`src/rtl/sync_ram_rdw.sv`:
```
// Single-port synchronous RAM with registered read, selectable
// read-during-write behaviour, optional output register, and a
// post-reset zero-fill sequencer.
//
// state   | meaning
// --------+---------------------------------------------------------
// S_CLEAR | zero-filling mem[clr_cnt], accesses ignored, busy high
// S_IDLE  | normal operation, reads and writes accepted
module sync_ram_rdw #(
  parameter int    DATA_W         = 8,
  parameter int    ADDR_W         = 2,
  parameter int    RDW_MODE       = 0,
  parameter int    OUT_REG        = 0,
  parameter string INIT_FILE      = "",
  parameter bit    CLEAR_ON_RESET = 1'b1
) (
  input  logic              clk,
  input  logic              rst,
  input  logic              we,
  input  logic              re,
  input  logic [ADDR_W-1:0] a,
  input  logic [DATA_W-1:0] d_i,
  output logic [DATA_W-1:0] d_o,
  output logic              d_o_valid,
  output logic              busy
);

  localparam int DEPTH = 2 ** ADDR_W;

  typedef enum logic {S_CLEAR, S_IDLE} state_t;

  logic [DATA_W-1:0] mem [DEPTH];
  state_t            state;
  logic [ADDR_W-1:0] clr_cnt;
  logic [DATA_W-1:0] s1_data;
  logic              s1_valid;
  logic              mem_we;
  logic [ADDR_W-1:0] mem_wa;
  logic [DATA_W-1:0] mem_wd;

  // Select write source: the clear sequencer owns the port while clearing.
  always_comb begin
    mem_we = 1'b0;
    mem_wa = a;
    mem_wd = d_i;
    if (!rst) begin
      if (state == S_CLEAR) begin
        mem_we = 1'b1;
        mem_wa = clr_cnt;
        mem_wd = '0;
      end else if (we) begin
        mem_we = 1'b1;
      end
    end
  end

  // Memory array write port; contents are never reset.
  always_ff @(posedge clk) begin
    if (mem_we) mem[mem_wa] <= mem_wd;
  end

  // Clear sequencer and stage-1 read register.
  always_ff @(posedge clk) begin
    if (rst) begin
      state    <= CLEAR_ON_RESET ? S_CLEAR : S_IDLE;
      clr_cnt  <= '0;
      s1_data  <= '0;
      s1_valid <= 1'b0;
    end else begin
      case (state)
        S_CLEAR: begin
          s1_valid <= 1'b0;
          clr_cnt  <= clr_cnt + 1'b1;
          if (clr_cnt == ADDR_W'(DEPTH - 1)) state <= S_IDLE;
        end
        default: begin
          // No-change mode suppresses the capture when a write collides.
          if (re && !(we && (RDW_MODE == 2))) begin
            // Non-blocking write makes mem[a] the pre-write (old) value here.
            s1_data  <= (we && (RDW_MODE == 1)) ? d_i : mem[a];
            s1_valid <= 1'b1;
          end else begin
            s1_valid <= 1'b0;
          end
        end
      endcase
    end
  end

  assign busy = (state == S_CLEAR);

  generate
    if (OUT_REG != 0) begin : g_out_reg
      // Second output stage adds one clock of read latency.
      always_ff @(posedge clk) begin
        if (rst) begin
          d_o       <= '0;
          d_o_valid <= 1'b0;
        end else begin
          d_o       <= s1_data;
          d_o_valid <= s1_valid;
        end
      end
    end else begin : g_out_direct
      assign d_o       = s1_data;
      assign d_o_valid = s1_valid;
    end
  endgenerate

endmodule

```
`config.mk`:
```
export PLATFORM = sky130hd
export DESIGN_NAME = sync_ram_rdw
export DESIGN_NICKNAME = d
export VERILOG_FILES = /design/src/rtl/sync_ram_rdw.sv
export SDC_FILE = /design/constraint.sdc
export NUM_CORES = 1
export LEC_CHECK = 0
export BUFFER_PORTS_ARGS = -buffer_cell sky130_fd_sc_hd__buf_2
export CORE_MARGIN = 8
export CORE_UTILIZATION = 39
export DETAILED_ROUTE_END_ITERATION = 6
export PLACE_DENSITY = 0.62
export SETUP_SLACK_MARGIN = 0.02
export SLEW_MARGIN = 0
export SYNTH_ARGS = -nofsm -noshare
export SYNTH_HDL_FRONTEND = slang
export SYNTH_SLANG_ARGS = --single-unit
```
`constraint.sdc`:
```
create_clock -name clk -period 1.5 [get_ports clk]
set_input_delay 0.3 -clock clk [delete_from_list [all_inputs] [get_ports clk]]
set_output_delay 0.3 -clock clk [all_outputs]
set_load 0.005 [all_outputs]
```
== Yosys cells after proc, flatten, opt, wreduce, memory -nomap -nowiden ==
Memory sizes are Yosys's and may differ from the RTL's. A register that Yosys moved wholly into a read port is not among the register bits.
Cells that the tools add are included.
W data, S select, Z words.
Operators by class
  bitwise operators: 1
  mux-type cells: 12
  eq/ne operators: 1
  reduce and logical (&&, ||, !) cells: 2
  add/sub/neg operators: 1
Operators by type and width (count)
  $mux W8: 2
  $mux W1: 8
  $mux W2: 2
  $add A2 B1 Y2 const B: 1
  $eq A2 B2 Y1 const B: 1
  $reduce_and A2 Y1: 1
  $reduce_or A2 Y1: 1
  $not A1 Y1: 1
Word-level totals
  bits of input ports: 14
  memories kept: 1
  bits in writable memories: 32
  logic and storage cells: 21
  register bits after elaboration: 4
  output and inout port bits: 10
Memories
  mem: words 4, bits a word 8, read ports 1, clocked after Yosys merged registers in 1, wr ports 1, RTL line 32  | logic [DATA_W-1:0] mem [DEPTH];

== Depth between registers and ports, before layout ==
  depth in word-level cells: 5
  depth in mapped cells: 5
  mapped depth without buffers: 3

== Worst setup path before layout ==
No wires, ideal clock.
  path type: register -> register
  start point: register state
  end point: memory mem[2][0] (enable)
  cell stages (with the launch flop): 5
  arrival: 1.288 ns
  setup slack: -0.161 ns
  clock period less this slack: 1.661 ns
  path buffers: 1
  setup time: 0.373 ns
  required time: 1.127 ns
  cells stage by stage: dfxtp_1 > buf_2 > or2_1 > a21oi_1 > nor2b_1
On the way
  cells in the longest elaborated chain, start to end: 4
  elaborated cells between the ends (all ways): 6
  those cells by class: mux: 6
Ends and longest elaborated chain
  from (decl): RTL line 33  | state_t state;
  from (signal assigned): RTL line 65  | state <= CLEAR_ON_RESET ? S_CLEAR : S_IDLE;
  $mux W1: RTL line 47  | if (state == S_CLEAR) begin
  $mux W1: RTL line 46  | if (!rst) begin
  $mux W1: RTL line 59  | if (mem_we) mem[mem_wa] <= mem_wd;
  $mux W1 (not written as such): RTL line 59
  to (decl): RTL line 32
Parallel ways exist; a longest one is shown, timed or not.

== Final worst setup path ==
  start point: register state
  end point: memory mem[2][3] (enable)
Same word-level chain as after synthesis.

==> flow_summary_export.csv <==
group,metric,value,unit
floorplanning,start_util,40.7,%
timing,setup_total_negative_slack,0,ns
timing,rsz_0062_raised_after_global_routing,"false",
cells_and_area,post_route_cells_drive_above_1_share,41.3,%
floorplanning,num_io_pins,24,
floorplanning,coreArea,4350,sq um
placed_design,gp_congestion,0.792,
pwr,p_int,1840,uW
cells_and_area,area.growth.synth_to_final,18.4,%
cells_and_area,sequential_cell_area,1200,sq um
cells_and_area,final_cell_mix,"edfxtp_1 (32), buf_2 (23), nand2_1 (16)",
timing,max-slew-margin-rel,74.5,%
synth,yosys_warnings,0,
synth,post_synth_inst_count,122,
pwr,power.leakage,0.000832,uW
synth,yosysSeqAreaShare,67.8,%
drt,totalWireLength,3.35,mm
worst_setup_path,setup.worst_path.end_class,"register",
synth,synth_fp_nets,137,
timing,timing.final.crit_period,1.40,ns
cells_and_area,multiInputGateArea,526,sq um
floorplanning,core.rowCount,24,
worst_setup_path,critical_path.startpoint_type,"register",
cells_and_area,antenna_cells,0,
run,max-cap-violations,0,
worst_setup_path,cp_buf_inv_count,1,
min_path,holdPathStages,3,
pwr,irDropWorstVdd,0.000497,V
worst_setup_path,worst_path_arrival_time,1.41,ns
worst_setup_path,highest_delay_cell_along_the_critical_path,"dfxtp_4",
timing,timing.final.setup_violations,0,
timing,tightest_slew,0.383,ns
global_routing,grt_max_degree,14,
drt,routed_wire_length_per_instance,15.8,um
floorplanning,floorplan.die.height,83.4,um
pwr,switching_share,22.5,%
status,status,"completed",
drt,number_of_vias_per_cell,4.92,
timing,final.period_utilization,93.2,%
global_routing,overflow,0,
clock_tree,htree_levels,2,
cells_and_area,post_layout_net_count,174,
pwr,p_comb_share,10.8,%
cells_and_area,num-fill-cells,379,
drt,detailedRoute.firstIterationViolations,44,
timing,timing.final.hold_violations,0,
clock_tree,clk_latency,0.29,ns
worst_setup_path,timing.setup.critical_path_class,"register to register",
worst_setup_path,timing.critical_path.max_delay_family,"simple AND/OR/NAND/NOR gates",
clock_tree,clk_transition_reported_paths,0.07,ns
cells_and_area,mostFrequentLayoutCell,"edfxtp_1",
clock_tree,clock_sinks,44,
worst_setup_path,reg2regPathDepth,4,
worst_setup_path,slowest_delay,0.39,ns
pwr,finalPower,2380,uW
pwr,reg_power_share,59.8,%
drt,drc,0,
pwr,reported_net_switching_power,534,uW
placed_design,io_buffers,23,
floorplanning,die_outline_width,83.4,um
clock_tree,total_clock_buffers_created_by_cts,5,
drt,vias,1042,
synth,synth_cell_types,24,
worst_setup_path,cp.depth,4,
clock_tree,cts.path.max_buffers,2,
min_path,hold_class,"input pin to register",
drt,ant_nets,0,
clock_tree,cts_tree,"yes",
clock_tree,clock-root-buffer,"clkbuf_8",
worst_setup_path,critical_path.cell_chain,"or2_1 > a21oi_1 > nor2b_2 > buf_4",
global_routing,grt_pass1_wl,5.42,mm
global_routing,grt_pass1_vias,1072,
floorplanning,dieArea,6960,sq um
worst_setup_path,cp_data_required_time,1.51,ns
pwr,power_frac_clock,29.4,%
placed_design,dp.final_hpwl,2.39,mm
synth,ys_ff_latch,44,
timing,timing.clock.skew,0.00939,ns
timing,max_freq,716,MHz
global_routing,initial_antenna_violation_count,0,
timing,drv_slew,0,
global_routing,grt_use_total,10.1,%
pwr,cellPowerDensity,1130,nW/um^2
synth,synth.avg_cell_area,14.5,sq um
worst_setup_path,timing.critical_path.fanout_max,11,
synth,netlist_area_pre_place,1770,sq um
drt,initial_drt_pass_iterations,4,
[metal layers]
metal	GRT usage [%]	up-vias	routed length, um
met5	0	-	0
met4	3.83	0	52
met3	4.00	7	167
met2	15.7	24	1530
met1	12.2	496	1610
li1	-	515	-
[repair_timing]
item	4_1_cts	5_1_grt
hold buffers	0	0
setup endpoints to repair	24	16
buffers inserted	0	0
cloned	0	0
gates resized for setup	1	2
[sequential cells by signal, indices dropped and copies added, names as in the netlist]
| register | cells |
|---|---|
| d_o | 8 |
| mem | 32 |
| state | 1 |
| d_o_valid | 1 |
| clr_cnt | 2 |
[area by class of cell]
cell class              instances  share of cell area (%)
well taps                      52                    3.10
clock inverters                 1                   0.239
repair buffers                 36                    10.1
multi-input cells              70                    25.1
flip-flops and latches         44                    57.5
inverters                       2                   0.358
clock buffers                   7                    3.64
[synthesized netlist by cell type]
library cell | number | share of area [%]
nor2_2 | 1 | 0.35
buf_2 | 2 | 0.56
buf_6 | 4 | 2.5
nand2_1 | 16 | 3.4
a21oi_1 | 3 | 0.85
edfxtp_1 | 32 | 54
a21oi_2 | 1 | 0.49
inv_1 | 2 | 0.42
ha_1 | 1 | 0.71
a22oi_1 | 7 | 3.0
nor4bb_1 | 1 | 0.56
a222oi_1 | 1 | 0.56
nor2_1 | 4 | 0.85
mux2_2 | 14 | 8.9
mux2_4 | 2 | 1.7
nor2b_1 | 10 | 3.5
dfxtp_1 | 12 | 14
nand2b_1 | 1 | 0.35
and2_1 | 2 | 0.71
nand3_1 | 1 | 0.28
nand3b_1 | 1 | 0.42
and4b_1 | 1 | 0.56
mux2i_1 | 2 | 1.1
or2_1 | 1 | 0.35
[kinds of logic (layout without fill, tap and decap cells)]
group	count (synthesis)	after routing	synth area share, %
mux	18	18	11.7
fa+ha+maj	1	1	0.706
buf+inv	8	46	3.53
flops	44	44	67.8
compound gates	12	12	4.87
simple gates	39	39	11.4
[power by group through the flow]
stage,clock [uW],sequential (uW),combinational (uW)
3_3_place_gp,0,1450,253
4_1_cts,728,1420,259
3_5_place_dp,0,1450,257
2_1_floorplan,0,1440,165
6_report,700,1420,256
5_1_grt,773,1430,286
[per-stage QoR]
step	setup WS [ns]	cells	hold WS, ns	util (%)	area [sq um]
6_report	0.103	212	0.269	48.2	2100
5_1_grt	0.0232	212	0.274	48.2	2100
4_1_cts	0.0703	212	0.258	48.1	2090
3_5_place_dp	-0.00453	204	0.429	46.2	2010
3_3_place_gp	0.0253	204	0.420	46.2	2010
2_1_floorplan	-0.0194	122	0.422	-	1790
[worst paths after layout]
path / to / from / slack, ns
worst min-delay path: d_o_valid$_SDFF_PP0_ / re / 0.27
worst max register to register: mem[2][3]$_DFFE_PP_ / state$_SDFF_PP0_ / 0.10
worst min register to register: d_o[2]$_SDFFE_PP0P_ / d_o[2]$_SDFFE_PP0P_ / 0.44
worst max-delay path: mem[2][3]$_DFFE_PP_ / state$_SDFF_PP0_ / 0.10
[worst register-to-register path: cells and delay by family (launching register included)]
kind,cells,cell delay (ns)
AOI/OAI and AO/OA,1,0.15
DFF,1,0.39
and+or+nand+nor,2,0.43
buffers and inverters,1,0.15
Note: power is estimated with default switching activity, not from simulation.
